$ cat config.mk
export PLATFORM = sky130hd
export DESIGN_NAME = grid_tile_scheduler
export DESIGN_NICKNAME = d
export VERILOG_FILES = /design/src/rtl/grid_tile_scheduler.sv
export SDC_FILE = /design/constraint.sdc
export NUM_CORES = 1
export LEC_CHECK = 0
export ABC_AREA = 1
export BUFFER_PORTS_ARGS = -buffer_cell sky130_fd_sc_hd__buf_2
export CAP_MARGIN = 20
export CORE_ASPECT_RATIO = 0.5
export CORE_MARGIN = 8
export CORE_UTILIZATION = 45
export DETAILED_ROUTE_END_ITERATION = 10
export GPL_ROUTABILITY_DRIVEN = 0
export PLACE_DENSITY = 0.77
export SYNTH_ARGS = -nofsm -noshare
export SYNTH_HDL_FRONTEND = slang
export SYNTH_SLANG_ARGS = --single-unit
$ cat constraint.sdc
create_clock -name clk -period 3.2 [get_ports clk]
set_clock_uncertainty 0.2 [all_clocks]
set_input_delay 0.48 -clock clk [delete_from_list [all_inputs] [get_ports clk]]
set_output_delay 0.48 -clock clk [all_outputs]
set_load 0.02 [all_outputs]
$ cat src/rtl/grid_tile_scheduler.sv
// Grid tile scheduler: snapshots an occupancy map on start and walks the grid in
// row-major order, issuing one draw request per occupied cell to the tile drawer.
module grid_tile_scheduler #(
    parameter int GRID_W  = 8,
    parameter int GRID_H  = 6,
    parameter int TIMEOUT = 1023
) (
    input  logic                     clk,
    input  logic                     resetn,
    input  logic                     start,
    input  logic [GRID_W*GRID_H-1:0] occupancy,
    input  logic                     tile_done,
    output logic                     draw_req,
    output logic [3:0]               grid_x,
    output logic [3:0]               grid_y,
    output logic                     busy,
    output logic                     frame_done,
    output logic [5:0]               tiles_drawn,
    output logic                     timeout_err
);

    localparam int N  = GRID_W * GRID_H;
    localparam int IW = $clog2(N);
    localparam int CW = (TIMEOUT > 0) ? $clog2(TIMEOUT + 1) : 1;
    localparam logic [5:0] TILE_MAX = 6'(N);

    typedef enum logic [1:0] {
        S_IDLE,
        S_SCAN,
        S_REQ,
        S_DONE
    } state_t;

    state_t        r_state, w_state_nxt;
    logic [N-1:0]  r_snap, w_snap_nxt;
    logic [3:0]    r_x, r_y, w_x_nxt, w_y_nxt;
    logic [CW-1:0] r_wait, w_wait_nxt;
    logic [5:0]    r_tiles, w_tiles_nxt;
    logic          r_err, w_err_nxt;
    logic          r_req, w_req_nxt;
    logic          r_busy, w_busy_nxt;
    logic          r_fdone, w_fdone_nxt;

    logic [IW-1:0] w_idx;
    logic          w_cell_occ;
    logic          w_last_x;
    logic          w_last_cell;
    logic          w_timeout;
    logic [3:0]    w_adv_x, w_adv_y;

    assign w_idx       = IW'(r_y) * IW'(GRID_W) + IW'(r_x);
    assign w_cell_occ  = r_snap[w_idx];
    assign w_last_x    = (r_x == 4'(GRID_W - 1));
    assign w_last_cell = w_last_x && (r_y == 4'(GRID_H - 1));
    // Advancing past the final cell wraps the coordinates back to the origin.
    assign w_adv_x     = w_last_x ? 4'd0 : r_x + 4'd1;
    assign w_adv_y     = w_last_cell ? 4'd0 : (w_last_x ? r_y + 4'd1 : r_y);
    assign w_timeout   = (TIMEOUT != 0) && (r_wait == CW'(TIMEOUT - 1));

    always_comb begin
        // NOTE: every next value is defaulted first so no branch can infer a latch.
        w_state_nxt = r_state;
        w_snap_nxt  = r_snap;
        w_x_nxt     = r_x;
        w_y_nxt     = r_y;
        w_wait_nxt  = r_wait;
        w_tiles_nxt = r_tiles;
        w_err_nxt   = r_err;
        w_req_nxt   = r_req;

        case (r_state)
            S_IDLE: begin
                if (start) begin
                    w_snap_nxt  = occupancy;
                    w_x_nxt     = 4'd0;
                    w_y_nxt     = 4'd0;
                    w_tiles_nxt = 6'd0;
                    w_err_nxt   = 1'b0;
                    w_state_nxt = S_SCAN;
                end
            end
            S_SCAN: begin
                if (w_cell_occ) begin
                    w_req_nxt   = 1'b1;
                    w_wait_nxt  = '0;
                    w_state_nxt = S_REQ;
                end else begin
                    w_x_nxt     = w_adv_x;
                    w_y_nxt     = w_adv_y;
                    w_state_nxt = w_last_cell ? S_DONE : S_SCAN;
                end
            end
            S_REQ: begin
                // A completion in the same cycle as the timeout still counts.
                if (tile_done || w_timeout) begin
                    w_req_nxt   = 1'b0;
                    w_x_nxt     = w_adv_x;
                    w_y_nxt     = w_adv_y;
                    w_state_nxt = w_last_cell ? S_DONE : S_SCAN;
                    if (tile_done) begin
                        w_tiles_nxt = (r_tiles == TILE_MAX) ? r_tiles : r_tiles + 6'd1;
                    end else begin
                        w_err_nxt = 1'b1;
                    end
                end else begin
                    w_wait_nxt = r_wait + CW'(1);
                end
            end
            S_DONE: begin
                w_state_nxt = S_IDLE;
            end
            default: begin
                w_state_nxt = S_IDLE;
            end
        endcase

        w_busy_nxt  = (w_state_nxt != S_IDLE);
        w_fdone_nxt = (w_state_nxt == S_DONE);
    end

    always_ff @(posedge clk or negedge resetn) begin
        if (!resetn) begin
            r_state <= S_IDLE;
            r_snap  <= '0;
            r_x     <= 4'd0;
            r_y     <= 4'd0;
            r_wait  <= '0;
            r_tiles <= 6'd0;
            r_err   <= 1'b0;
            r_req   <= 1'b0;
            r_busy  <= 1'b0;
            r_fdone <= 1'b0;
        end else begin
            // NOTE: non-blocking so every register updates from the same pre-edge values.
            r_state <= w_state_nxt;
            r_snap  <= w_snap_nxt;
            r_x     <= w_x_nxt;
            r_y     <= w_y_nxt;
            r_wait  <= w_wait_nxt;
            r_tiles <= w_tiles_nxt;
            r_err   <= w_err_nxt;
            r_req   <= w_req_nxt;
            r_busy  <= w_busy_nxt;
            r_fdone <= w_fdone_nxt;
        end
    end

    assign draw_req    = r_req;
    assign grid_x      = r_x;
    assign grid_y      = r_y;
    assign busy        = r_busy;
    assign frame_done  = r_fdone;
    assign tiles_drawn = r_tiles;
    assign timeout_err = r_err;

endmodule
* Word-level counts from Yosys, hierarchy flattened
Cells that the tools add are included.
** Storage, ports and cells
- ROM bits :: 0
- Bits of input ports :: 52
- Memories kept :: 0
- Output and inout port bits :: 18
- Logic and storage cells :: 77
- Bits in latches :: 0
- Bits in writable memories :: 0
- Register bits :: 78
** Cells by class
- Add/subtract/negate cells :: 5
- Div/mod/pow operators :: 0
- Magnitude comparators :: 1
- Bitwise logic cells :: 0
- Eq/ne operators :: 16
- Multiply operators :: 0
- Muxes and demuxes :: 32
- Reductions and logical operators :: 13
- Shift-type cells :: 0
** Operators with widths (count)
- $mux 4 :: 8
- $mux 6 :: 4
- $pmux 4 s3 :: 2
- $mux 10 :: 2
- $pmux 10 s2 :: 1
- $ne 2x2->1 const B :: 8
- $pmux 6 s2 :: 1
- $add 10x1->10 const B :: 1
- $eq 10x10->1 const B :: 1
- $add 4x1->4 const B :: 2
- $eq 4x3->1 const B :: 2
- $mux 2 :: 4
- $pmux 2 s4 :: 1
- $reduce_and 4->1 :: 2
- $lt 6x7->1 const B :: 1
- $add 6x1->6 const B :: 1
- $add 6x4->6 :: 1
- $bmux 1 s6 :: 1
- $eq 2x2->1 const B :: 3
- $eq 6x6->1 const B :: 1
- $mux 1 :: 6
- $reduce_and 3->1 :: 2
- $reduce_bool 2->1 :: 3
- $reduce_and 5->1 :: 1
- 7 further kinds :: 8

* Logic depth before layout (Yosys ltp)
- Word-level depth :: 6
- Gate-level depth with buffers :: 14
- Mapped depth without buffers :: 12

* Least setup slack after synthesis
Ideal clock, no wire load.
- Kind :: register to register
- Start :: register r_x[3], in the netlist grid_x[3]
- End :: register r_wait[7]
- Arrival time :: 1.767 ns
- Setup time :: 0.118 ns
- Buffers on the path :: 1
- Clock period less this slack :: 2.085 ns
- Setup slack :: 1.115 ns
- Stages on the path, launching flop included :: 12
- Required time :: 2.882 ns
- Cell sequence :: dfrtp_1 ha_1 ha_1 xnor2_1 inv_1 nor2_1 nand3_1 nand3_2 nand2_2 nand2_2 buf_6 o21ai_2
** On the way
- Word-level cells in the longest chain between the ends :: 5
** Ends and longest elaborated chain
- start: declaration :: RTL line 36 : logic [3:0] r_x, r_y, w_x_nxt, w_y_nxt;
- start signal: assignment :: RTL line 137 : r_x <= w_x_nxt;
- $add 6x4->6 :: RTL line 51 : assign w_idx = IW'(r_y) * IW'(GRID_W) + IW'(r_x);
- $bmux 1 s6 :: RTL line 52 : assign w_cell_occ = r_snap[w_idx];
- $mux 1 (implied by the code) :: RTL line 52
- $ne 2x2->1 (no line)
- $reduce_and 3->1 (no line)
- end signal: assignment :: RTL line 139 : r_wait <= w_wait_nxt;
- end: declaration :: RTL line 37 : logic [CW-1:0] r_wait, w_wait_nxt;
No other way between the ends. The select of a mux whose other input is x is not followed.
A chain may end at the register's enable or synchronous reset.

* Final worst setup path
- Start :: register r_x[1], in the netlist grid_x[1]
- End :: register r_wait[3]
Same word-level chain as after synthesis.

==> metrics.md <==
| Metric | Value |
|---|---|
| Outcome | `complete, no violations` |
| Pleak | `2.56 nW` |
| FF/Latch Area | `1950 um^2` |
| Drt drc | `0` |
| CTS root buffer | `clkbuf_16` |
| Area occupied by multi-input gates | `1890 um^2` |
| Layout cell share with drive strength beyond 1 | `19.0%` |
| R2r endpoint | `r_wait[3]$_DFFE_PN0P_` |
| Final hold vios | `0` |
| DR iter-0 viols | `278` |
| H-Tree Level Count | `3` |
| Average size of a mapped cell | `7.60 um^2` |
| Power per cell area | `891 nW/um^2` |
| Chip height | `83.8 um` |
| Post-synthesis sequential area ratio | `47.1%` |
| PostCTS Resize Cnt | `0` |
| # rows | `24` |
| Max FO, Critical Path | `20` |
| Vias in the first global route | `3590` |
| DR WL/cell | `13.4 um` |
| Nets | `672` |
| Synth cell types | `29` |
| Clk buf depth | `2` |
| R2R Path Start | `grid_x[1]$_DFFE_PN0P_` |
| Final Setup Violations | `0` |
| Global route total overflow | `0` |
| Vias | `3591` |
| FILL cells | `841` |
| Tot Pwr | `4.29 mW` |
| Hold Path Class | `in2async` |
| Cell accounting for the most synthesized area | `dfrtp_1` |
| Largest net degree at the start of global routing | `79` |
| Initial antenna violation count | `0` |
| YS warnings | `0` |
| I/O pin total | `70` |
| Setup TNS | `0 ns` |
| Critical path capture point type | `flop` |
| Delay-heaviest family, CP | `simple AND/OR/NAND/NOR gates` |
| Fin crit share | `79.3%` |
| Global-route wire length before repair | `16700 um` |
| Die X | `152 um` |
| DR pass1 iterations | `4` |
| Buf/Inv on CP | `1` |
| CP required | `3.22 ns` |
| Clock Latency Late Sink | `0.34 ns` |
| Port Buffers | `69` |
| #FFs+latches synth | `78` |
| Syn Std Cell Area | `4140 um^2` |
| Nature of the critical path startpoint | `flop` |
| Clk sink count | `78` |
| CP max stage cell | `dfrtp_1` |
| Num CTS Buffers | `9` |
| Cells after DPL | `713` |
| Synth top area cells | `dfrtp_1 (47%), nand2_1 (21%), nand3_1 (6.6%)` |
| CTS Hold Bufs | `0` |
| Post-synth top area share | `47.1%` |
| Ordered list of cells on the worst path | `inv_2, nor2_1, o21ai_0, nand3_1, nand3_1, nand3_2, nand3_2, nand2_2, nand2_2, nand2_1, o21ai_2` |
| Clock-pin slew of the registers on the worst-case setup and hold paths | `0.06 ns` |
| CP Class | `reg2reg` |
| Antenna Diode Count | `0` |
| Gr usage total | `16.1%` |
| Initial core utilization | `46.9%` |
| Antenna Nets Post-Route | `0` |
| Clock period minus worst slack | `2.54 ns` |
| Reg2reg setup slack | `0.66 ns` |
| Syn Nets | `610` |
| Core area | `8830 um^2` |
| Maxcap violations | `0` |
| FMAX | `394 MHz` |
| Syn-to-layout area delta | `16.2%` |
| Cells after Synth | `545` |
| Worst relative slew slack | `34.6%` |
| Worst-Margin Slew | `0.981 ns` |
| Crit path DAT | `2.55 ns` |
| DP Wirelength | `6760 um` |
| Overall routed net length | `9800 um` |
| Die area | `12700 um^2` |
| Post-CTS setup buffer count | `0` |
| DR vias/cell | `4.93` |
| Max-slew violations | `0` |
| Worst r2r path cells | `11` |
| CTS tree | `built` |
| Peak supply drop | `0.326 mV` |
| Final Non-Filler Cells | `729` |
| RSZ-0062 raised after global routing | `no` |
| Critical Path Max Stage Delay | `0.72 ns` |
metal layers:
metal  wire length [um]  GRT usage (%)
met5                  0              0
met4                125           5.30
met3                576           4.87
met2               4480           25.0
met1               4610           20.9
registers in the layout (all words and copies together) (netlist names):
name and flops:
busy 1, draw_req 1, frame_done 1, grid_x 4, grid_y 4, r_snap 48
r_state 2, r_wait 10, tiles_drawn 6, timeout_err 1
synth_stat cells (all sizes together):
master / number
dfrtp: 78
nor2: 24
or3: 1
xor2: 1
o31ai: 2
clkbuf: 11
nand3b: 3
xnor2: 3
or2: 6
a22oi: 1
inv: 48
ha: 13
nand4: 3
a211oi: 1
nand3: 58
o21ai: 36
buf: 10
nor3: 4
nand2: 234
a21oi: 7
and3: 1
power breakdown:
part           switching, mW  internal, mW  leakage [nW]
clock                  0.401         0.543         0.132
sequential             0.234          1.35          1.00
combinational           1.18         0.575          1.43
worst reg2reg max path: cells and delay by family, from the launching register on:
kind                   cells  cell delay, ns
AO/OA/AOI/OAI              2            0.14
flip-flops                 1            0.72
buffers and inverters      1            0.25
AND/OR/NAND/NOR            8            1.11
logic make-up after synthesis:
family	Yosys count	synth area share, %
AND/OR/NAND/NOR	334	34.1
flip-flops	78	47.1
buffers and inverters	69	7.16
AO/OA/AOI/OAI	47	6.83
adder cells (fa/ha/maj)	13	3.93
XOR/XNOR	4	0.846
worst max-delay path by stage:
| stage | startpoint | endpoint | slack [ns] | cells after the start |
|---|---|---|---|---|
| 2_1_floorplan | grid_x[3]$_DFFE_PN0P_ | r_wait[7]$_DFFE_PN0P_ | 1.12 | 11 |
| 3_3_place_gp | grid_x[1]$_DFFE_PN0P_ | r_wait[8]$_DFFE_PN0P_ | 0.78 | 11 |
| 3_5_place_dp | grid_x[1]$_DFFE_PN0P_ | r_wait[3]$_DFFE_PN0P_ | 0.72 | 11 |
| 4_1_cts | grid_x[1]$_DFFE_PN0P_ | r_wait[3]$_DFFE_PN0P_ | 0.71 | 11 |
| 5_1_grt | grid_x[1]$_DFFE_PN0P_ | r_wait[3]$_DFFE_PN0P_ | 0.45 | 11 |
| 6_report | grid_x[1]$_DFFE_PN0P_ | r_wait[3]$_DFFE_PN0P_ | 0.66 | 11 |
stage by stage:
step	util [%]	instance area [um^2]	hold WS, ns	setup slack [ns]
6_report	54.5	4810	0.106	0.663
5_1_grt	54.5	4810	0.134	0.451
4_1_cts	54.5	4810	0.124	0.707
3_5_place_dp	51.5	4540	0.261	0.717
3_3_place_gp	51.5	4540	0.263	0.781
2_1_floorplan	-	4140	-0.0156	1.12
layout make-up:
type	instances	share of cell area, %
multi-input combinational	398	39.4
clock buffer	12	5.12
sequential	78	40.6
inverter	48	3.74
tap	117	3.04
timing repair buffer	72	7.70
clock inverter	4	0.468
layout by cell type (no fill, tap or decap), drive strengths merged, types with 3 or more instances in the layout:
master and n:
nand3b 3, inv 48, buf 72, xnor2 3, nand4 3, ha 13
nor2 24, nand2 234, nand3 58, a21oi 7, clkbuf 12, or2 6
o21ai 36, nor3 4, clkinv 3, dfrtp 78
(Power assumes the default switching activity.)
